--- config.mk ---
export PLATFORM = sky130hd
export DESIGN_NAME = hex_display_scan
export DESIGN_NICKNAME = d
export VERILOG_FILES = /design/src/rtl/hex_display_scan.sv
export SDC_FILE = /design/constraint.sdc
export NUM_CORES = 1
export LEC_CHECK = 0
export CAP_MARGIN = 40
export CORE_MARGIN = 10
export CORE_UTILIZATION = 53
export DETAILED_ROUTE_END_ITERATION = 7
export GPL_ROUTABILITY_DRIVEN = 1
export GPL_TIMING_DRIVEN = 1
export MAX_ROUTING_LAYER = met4
export PLACE_DENSITY = 0.81
export RECOVER_POWER = 50
export SYNTH_ARGS = -nofsm -noshare
export SYNTH_HDL_FRONTEND = slang
export SYNTH_SLANG_ARGS = --single-unit
--- constraint.sdc ---
create_clock -name clk -period 2.95 [get_ports clk]
set_clock_uncertainty 0.1 [all_clocks]
set_input_delay 0.7375 -clock clk [delete_from_list [all_inputs] [get_ports clk]]
set_output_delay 0.7375 -clock clk [all_outputs]
set_load 0.01 [all_outputs]
--- src/rtl/hex_display_scan.sv ---
// hex_display_scan: multiplexed common-anode hex display driver.
// Latches a packed hex word and scans NUM_DIGITS digits over a shared
// active-low segment bus. Each digit slot opens with one all-off guard cycle
// so that switching between digits does not ghost.
// oDig bit 0 is segment a and bit 6 is segment g.
// Optional feature macro: LEADING_ZERO_BLANK_EN blanks leading zero digits,
// never digit 0.
module hex_display_scan #(
    parameter int unsigned NUM_DIGITS = 4,
    parameter int unsigned SCAN_DIV   = 50000
) (
    input  logic                    clk,
    input  logic                    reset,
    input  logic [4*NUM_DIGITS-1:0] value,
    input  logic                    load,
    input  logic [NUM_DIGITS-1:0]   blank,
    output logic [6:0]              oDig,
    output logic [NUM_DIGITS-1:0]   oAn
);

    localparam int unsigned CNT_W    = $clog2(SCAN_DIV);
    localparam int unsigned IDX_W    = (NUM_DIGITS > 1) ? $clog2(NUM_DIGITS) : 1;
    localparam int unsigned SHADOW_W = 4 * NUM_DIGITS;

    logic [CNT_W-1:0]      r_cnt;
    logic [IDX_W-1:0]      r_idx;
    logic [SHADOW_W-1:0]   r_shadow;

    logic [NUM_DIGITS-1:0] w_lz;
    logic [NUM_DIGITS-1:0] w_an;
    logic [3:0]            w_nib;
    logic                  w_blank;
    logic [6:0]            w_seg_ag;
    logic [6:0]            w_seg;
    logic                  w_slot_end;

    assign w_slot_end = (r_cnt == CNT_W'(SCAN_DIV - 1));

    // Leading-zero mask: walks down from the top digit while nibbles are zero
`ifdef LEADING_ZERO_BLANK_EN
    always_comb begin
        logic v_run;
        w_lz  = '0;
        v_run = 1'b1;
        for (int i = NUM_DIGITS - 1; i >= 1; i--) begin
            v_run   = v_run && (r_shadow[4*i +: 4] == 4'h0);
            w_lz[i] = v_run;
        end
    end
`else
    always_comb begin
        w_lz = '0;
    end
`endif

    // Select the active digit's nibble, blank flag and anode pattern
    always_comb begin
        w_nib   = 4'h0;
        w_blank = 1'b0;
        w_an    = '1;
        for (int i = 0; i < NUM_DIGITS; i++) begin
            if (r_idx == IDX_W'(i)) begin
                w_nib   = r_shadow[4*i +: 4];
                w_blank = blank[i] | w_lz[i];
                w_an[i] = 1'b0;
            end
        end
    end

    // Hex to active-low segments, written MSB=a .. LSB=g
    always_comb begin
        w_seg_ag = 7'b1111111;
        case (w_nib)
            4'h0: w_seg_ag = 7'b0000001;
            4'h1: w_seg_ag = 7'b1001111;
            4'h2: w_seg_ag = 7'b0010010;
            4'h3: w_seg_ag = 7'b0000110;
            4'h4: w_seg_ag = 7'b1001100;
            4'h5: w_seg_ag = 7'b0100100;
            4'h6: w_seg_ag = 7'b0100000;
            4'h7: w_seg_ag = 7'b0001111;
            4'h8: w_seg_ag = 7'b0000000;
            4'h9: w_seg_ag = 7'b0000100;
            4'hA: w_seg_ag = 7'b0001000;
            4'hB: w_seg_ag = 7'b1100000;
            4'hC: w_seg_ag = 7'b0110001;
            4'hD: w_seg_ag = 7'b1000010;
            4'hE: w_seg_ag = 7'b0110000;
            4'hF: w_seg_ag = 7'b0111000;
            default: w_seg_ag = 7'b1111111;
        endcase
    end

    // Reorder so that pin bit 0 carries segment a
    always_comb begin
        w_seg = '1;
        for (int i = 0; i < 7; i++) begin
            w_seg[i] = w_seg_ag[6-i];
        end
    end

    // Slot prescaler and digit index
    always_ff @(posedge clk) begin
        if (reset) begin
            r_cnt <= '0;
            r_idx <= '0;
        end else begin
            r_cnt <= w_slot_end ? '0 : r_cnt + CNT_W'(1);
            if (w_slot_end) begin
                r_idx <= (r_idx == IDX_W'(NUM_DIGITS - 1)) ? '0 : r_idx + IDX_W'(1);
            end
        end
    end

    // Shadow register for the displayed word
    always_ff @(posedge clk) begin
        if (reset) begin
            r_shadow <= '0;
        end else if (load) begin
            r_shadow <= value;
        end
    end

    // Registered pin drivers; cnt==0 is the all-off guard cycle
    always_ff @(posedge clk) begin
        if (reset) begin
            oDig <= '1;
            oAn  <= '1;
        end else begin
            oAn  <= (r_cnt == '0) ? '1 : w_an;
            oDig <= w_blank ? '1 : w_seg;
        end
    end

endmodule
Yosys cells after proc, flatten, opt, wreduce, memory -nomap -nowiden
Memories as Yosys holds them, arrays and structs flattened. A register that Yosys moved wholly into a read port is not among the register bits.
Cells that the tools add are included.
{"block": "classes", "addsub": 2, "eq_ne": 4, "n_mux": 13, "reduce_logical": 5}
{"cell": "adder 16 x 1 -> 16 bit, second input constant", "n": 1}
{"cell": "== test 16 bit, second input constant", "n": 1}
{"cell": "logical NOT 16 bit", "n": 1}
{"cell": "2-to-1 mux 4 bit", "n": 4}
{"cell": "2-to-1 mux 1 bit", "n": 8}
{"cell": "OR reduction 2 bit", "n": 3}
{"cell": "== test 2 bit, second input constant", "n": 2}
{"cell": "adder 2 x 1 -> 2 bit, second input constant", "n": 1}
{"cell": "== test 2 x 1 -> 1 bit, second input constant", "n": 1}
{"cell": "logical NOT 2 bit", "n": 1}
{"cell": "2-to-1 mux 2 bit", "n": 1}
{"block": "word_totals", "register_bits": 38, "rom_bits": 112, "inputBits": 23, "elab_cells": 29, "memories": 1}
{"name": "(name not given)", "depth": 16, "word_bits": 7, "read_ports": 1, "rd_ports_with_merged_regs": 1, "wr": 0, "line_no": "73", "rtl": "case (w_nib)"}

Logic depth before layout (Yosys ltp)
{"block": "depth", "depth_word": 6, "mapped_depth": 10}

Worst setup path before layout
Ideal clock, no wire load.
{"block": "synth_timing", "path_type": "flip-flop to flip-flop", "startpoint": "register r_idx[0]", "endpoint": "register oDig[3]", "arrival_ns": 1.888, "t_required_ns": 2.706, "slack_ns": 0.818, "stages_incl_launch_ff": 11, "path_buffers": 1, "path_cell_list": "dfxtp_1 inv_1 ha_1 buf_2 a211oi_1 a221o_1 inv_1 ha_1 mux2i_1 and3_1 a31oi_1"}
{"block": "synth_between", "elab_chain_len": 6, "elab_cells_between_ends": 13, "classes_between": "3 x eq/ne; 8 x mux; 2 x reduce/logical"}
{"element": "start: declaration", "line_no": "26", "rtl": "logic [IDX_W-1:0] r_idx;"}
{"element": "start signal: assignment", "line_no": "110", "rtl": "r_idx <= (r_idx == IDX_W'(NUM_DIGITS - 1)) ? '0 : r_idx + IDX_W'(1);"}
{"element": "logical NOT 2 bit", "line_no": "62", "rtl": "if (r_idx == IDX_W'(i)) begin"}
{"element": "2-to-1 mux 1 bit (4 in a row)", "line_no": "62"}
{"element": "OR reduction 2 bit (no line)"}
{"element": "end: declaration", "line_no": "17", "rtl": "output logic [6:0] oDig,"}
Several ways; a longest one is shown, not always the timed one.
A chain may end at the register's enable or synchronous reset.

Worst setup path in the final report
Ends and elaborated chain as after synthesis.

==> out/qor.csv <==
metric,value,unit
place_ws,0.390,ns
crit_top_cell,ha_1,
yosys_warnings,0,
root_buffer,clkbuf_8,
ys_async_sr_fraction,0,%
synth_top_cells_by_area,"dfxtp_1 42%, mux2i_1 9.2%, nor2_1 7.4%",
finalCritPeriodShare,83.7,%
fin_ws,0.480,ns
crit_type,flop to flop,
synthTopCellsByCount,"45 x dfxtp_1, 43 x nor2_1, 20 x mux2i_1",
routabilityCongestion,0.871,
drive_above_1_share,6.62,%
synthFlopType,dfxtp_1,
syn_inst,237,
yosys_register_bits,45,
synth_edf_count,0,
synth_top_area_share,41.5,%
required,3.08,ns
hpwl,3.34,mm
netlist-cell-type-count,41,
startpoint_type,flop,
arrival,2.60,ns
multi_input_area,1150,µm²
track_usage,12.9,%
routedWlPerCell,13.6,µm
die_y,84.0,µm
reg2reg_from,r_idx[0],
holdBufCountCts,0,
synth_top_cell_by_area,dfxtp_1,
status,"finished, final reports clean",
min-delay-start,r_shadow[6],
ant_nets,0,
postCtsSetupBuffers,0,
fillers,358,
drt-initial-drc-count,67,
dieArea,7050,µm²
finalInstanceArea,2610,µm²
crit_chain,ha_1 > a211oi_1 > a221o_1 > inv_1 > ha_1 > mux2i_1 > and3_1 > a31oi_1,
hold_path_end,r_shadow[6],
syn_area,2170,µm²
slowest_delay,0.55,ns
synth.most_common_cell,dfxtp_1,
cts_tree,yes,
max_freq,405,MHz
crit_path_end_kind,flop,
grt_pass1_wl,7.48,mm
vias_per_cell,5.27,
seq_area_frac_synth,41.5,%
hold_class,flop to flop,
postCtsResizedCells,0,
p_leak,1.02,nW
totalWireLength,4.37,mm
die_w,84.0,µm
min_period,2.47,ns
num_vias,1698,
overflow,0,
portBuffers,33,
drc,0,
finalHoldViolCount,0,
antennaDiodeCount,0,
clock_sinks,45,
cp_top_family,adder cells,
drtPass1Iterations,4,
rrSetupSlack,0.48,ns
maxSlewViolCount,0,
setup_viol,0,
core_area,3970,µm²
syn_nets,272,
relSlewSlack,49.1,%
numCtsBuffers,5,
insertion_delay,0.29,ns
worstMarginPinSlew,0.764,ns
vdd_drop_max,374,µV
critPathSlowestCell,ha_1,
final_nets,306,
reg2reg_depth,8,
dpl-instance-area,2530,µm²
cp_max_fo,16,
clk_path_buf_depth,2,
syn_to_final_growth,20.2,%
grt_pass1_vias,1622,
register_area,901,µm²
clkSlewWorstSetupHoldPaths,0.08,ns
rows,23,
rsz0062_at_grt,no,
setup_tns,0,ns
hold_depth,2,
htree_levels,2,
start_util,54.6,%
maxCapViolCount,0,
grt_max_degree,19,
antenna_found_initial,0,
io_pins,34,
syn_avg_cell_area,9.15,µm²
power.density,441,nW/µm²
r2r-end,oDig[3],
crit_buf_inv,1,
==> worst max path at each step <==
stage | from | end | slack [ns] | cells after the start
floorplan | r_idx[0] | oDig[3] | 0.82 | 10
global placement | blank[1] | oDig[3] | 0.45 | 6
detailed placement | blank[1] | oDig[3] | 0.39 | 6
CTS | r_idx[0] | oDig[3] | 0.49 | 8
global route | r_idx[0] | oDig[3] | 0.25 | 8
finish | r_idx[0] | oDig[3] | 0.48 | 8
==> flip-flops by register name, indices dropped and copies added, names as in the netlist <==
register and count:
r_cnt 16, oDig 7, r_shadow 16, r_idx 2, oAn 4
==> power by group <==
group / switching, mW / internal, mW / total, mW
Clock: 0.193 / 0.164 / 0.357
Combinational: 0.0665 / 0.0799 / 0.146
Sequential: 0.0137 / 0.632 / 0.645
==> metal layers <==
layer | vias up | wire length (µm) | global-route usage (%)
li1 | 873 | - | -
met1 | 790 | 2150 | 15.6
met2 | 30 | 1990 | 19.2
met3 | 5 | 172 | 4.39
met4 | 0 | 61 | 4.57
met5 | - | 0 | -
==> worst min-delay path: cells and delay by family (launching register included) <==
family | cells | cell delay, ns
flip-flops | 1 | 0.33
multiplexers | 1 | 0.07
AND/OR/NAND/NOR | 1 | 0.07
==> kinds of logic after synthesis <==
logic type | after synthesis | synth area share [%]
adder cells (fa/ha/maj) | 12 | 6.92
flip-flops | 45 | 41.5
buffers and inverters | 25 | 5.37
AND/OR/NAND/NOR | 97 | 21.5
AO/OA/AOI/OAI | 23 | 9.23
XOR/XNOR | 14 | 5.66
multiplexers | 21 | 9.75
==> through the flow <==
stage               cells  power (mW)  utilization, %  hold WS, ns
floorplan             237       0.742               -        0.353
global placement      314       0.805            63.6        0.375
detailed placement    314       0.809            63.6        0.383
CTS                   322        1.17            65.7        0.404
global route          322        1.21            65.6        0.420
finish                322        1.15            65.6        0.401
==> cell type report <==
type / instances / area share, %
flip-flops and latches: 45 / 34.6
clock inverters: 2 / 0.384
multi-input cells: 167 / 44.2
inverters: 16 / 2.30
repair buffers: 36 / 13.4
clock buffers: 6 / 2.78
well taps: 50 / 2.40
==> cell usage in the layout (no fill, tap or decap), types with 2 or more instances in the layout <==
cell type,synthesis,final
clkdlybuf4s50_1,0,27
dfxtp_1,45,45
nand2_1,16,16
and3_1,4,4
ha_1,12,12
a211oi_1,2,2
nor2b_1,2,2
a221o_1,3,3
nor4_1,2,2
nor3_1,6,6
clkinv_2,0,2
nor2_1,43,43
xor2_1,3,3
dlygate4sd3_1,0,6
a311oi_2,2,2
o211ai_1,3,3
nand3_1,6,6
inv_1,16,16
clkbuf_1,3,2
or3_1,2,2
nand4_1,2,2
xnor2_1,11,11
a21oi_1,5,5
clkbuf_8,0,5
nor3b_1,4,4
buf_4,1,2
nand3b_1,4,4
mux2i_1,20,20
(Power assumes the default switching activity.)
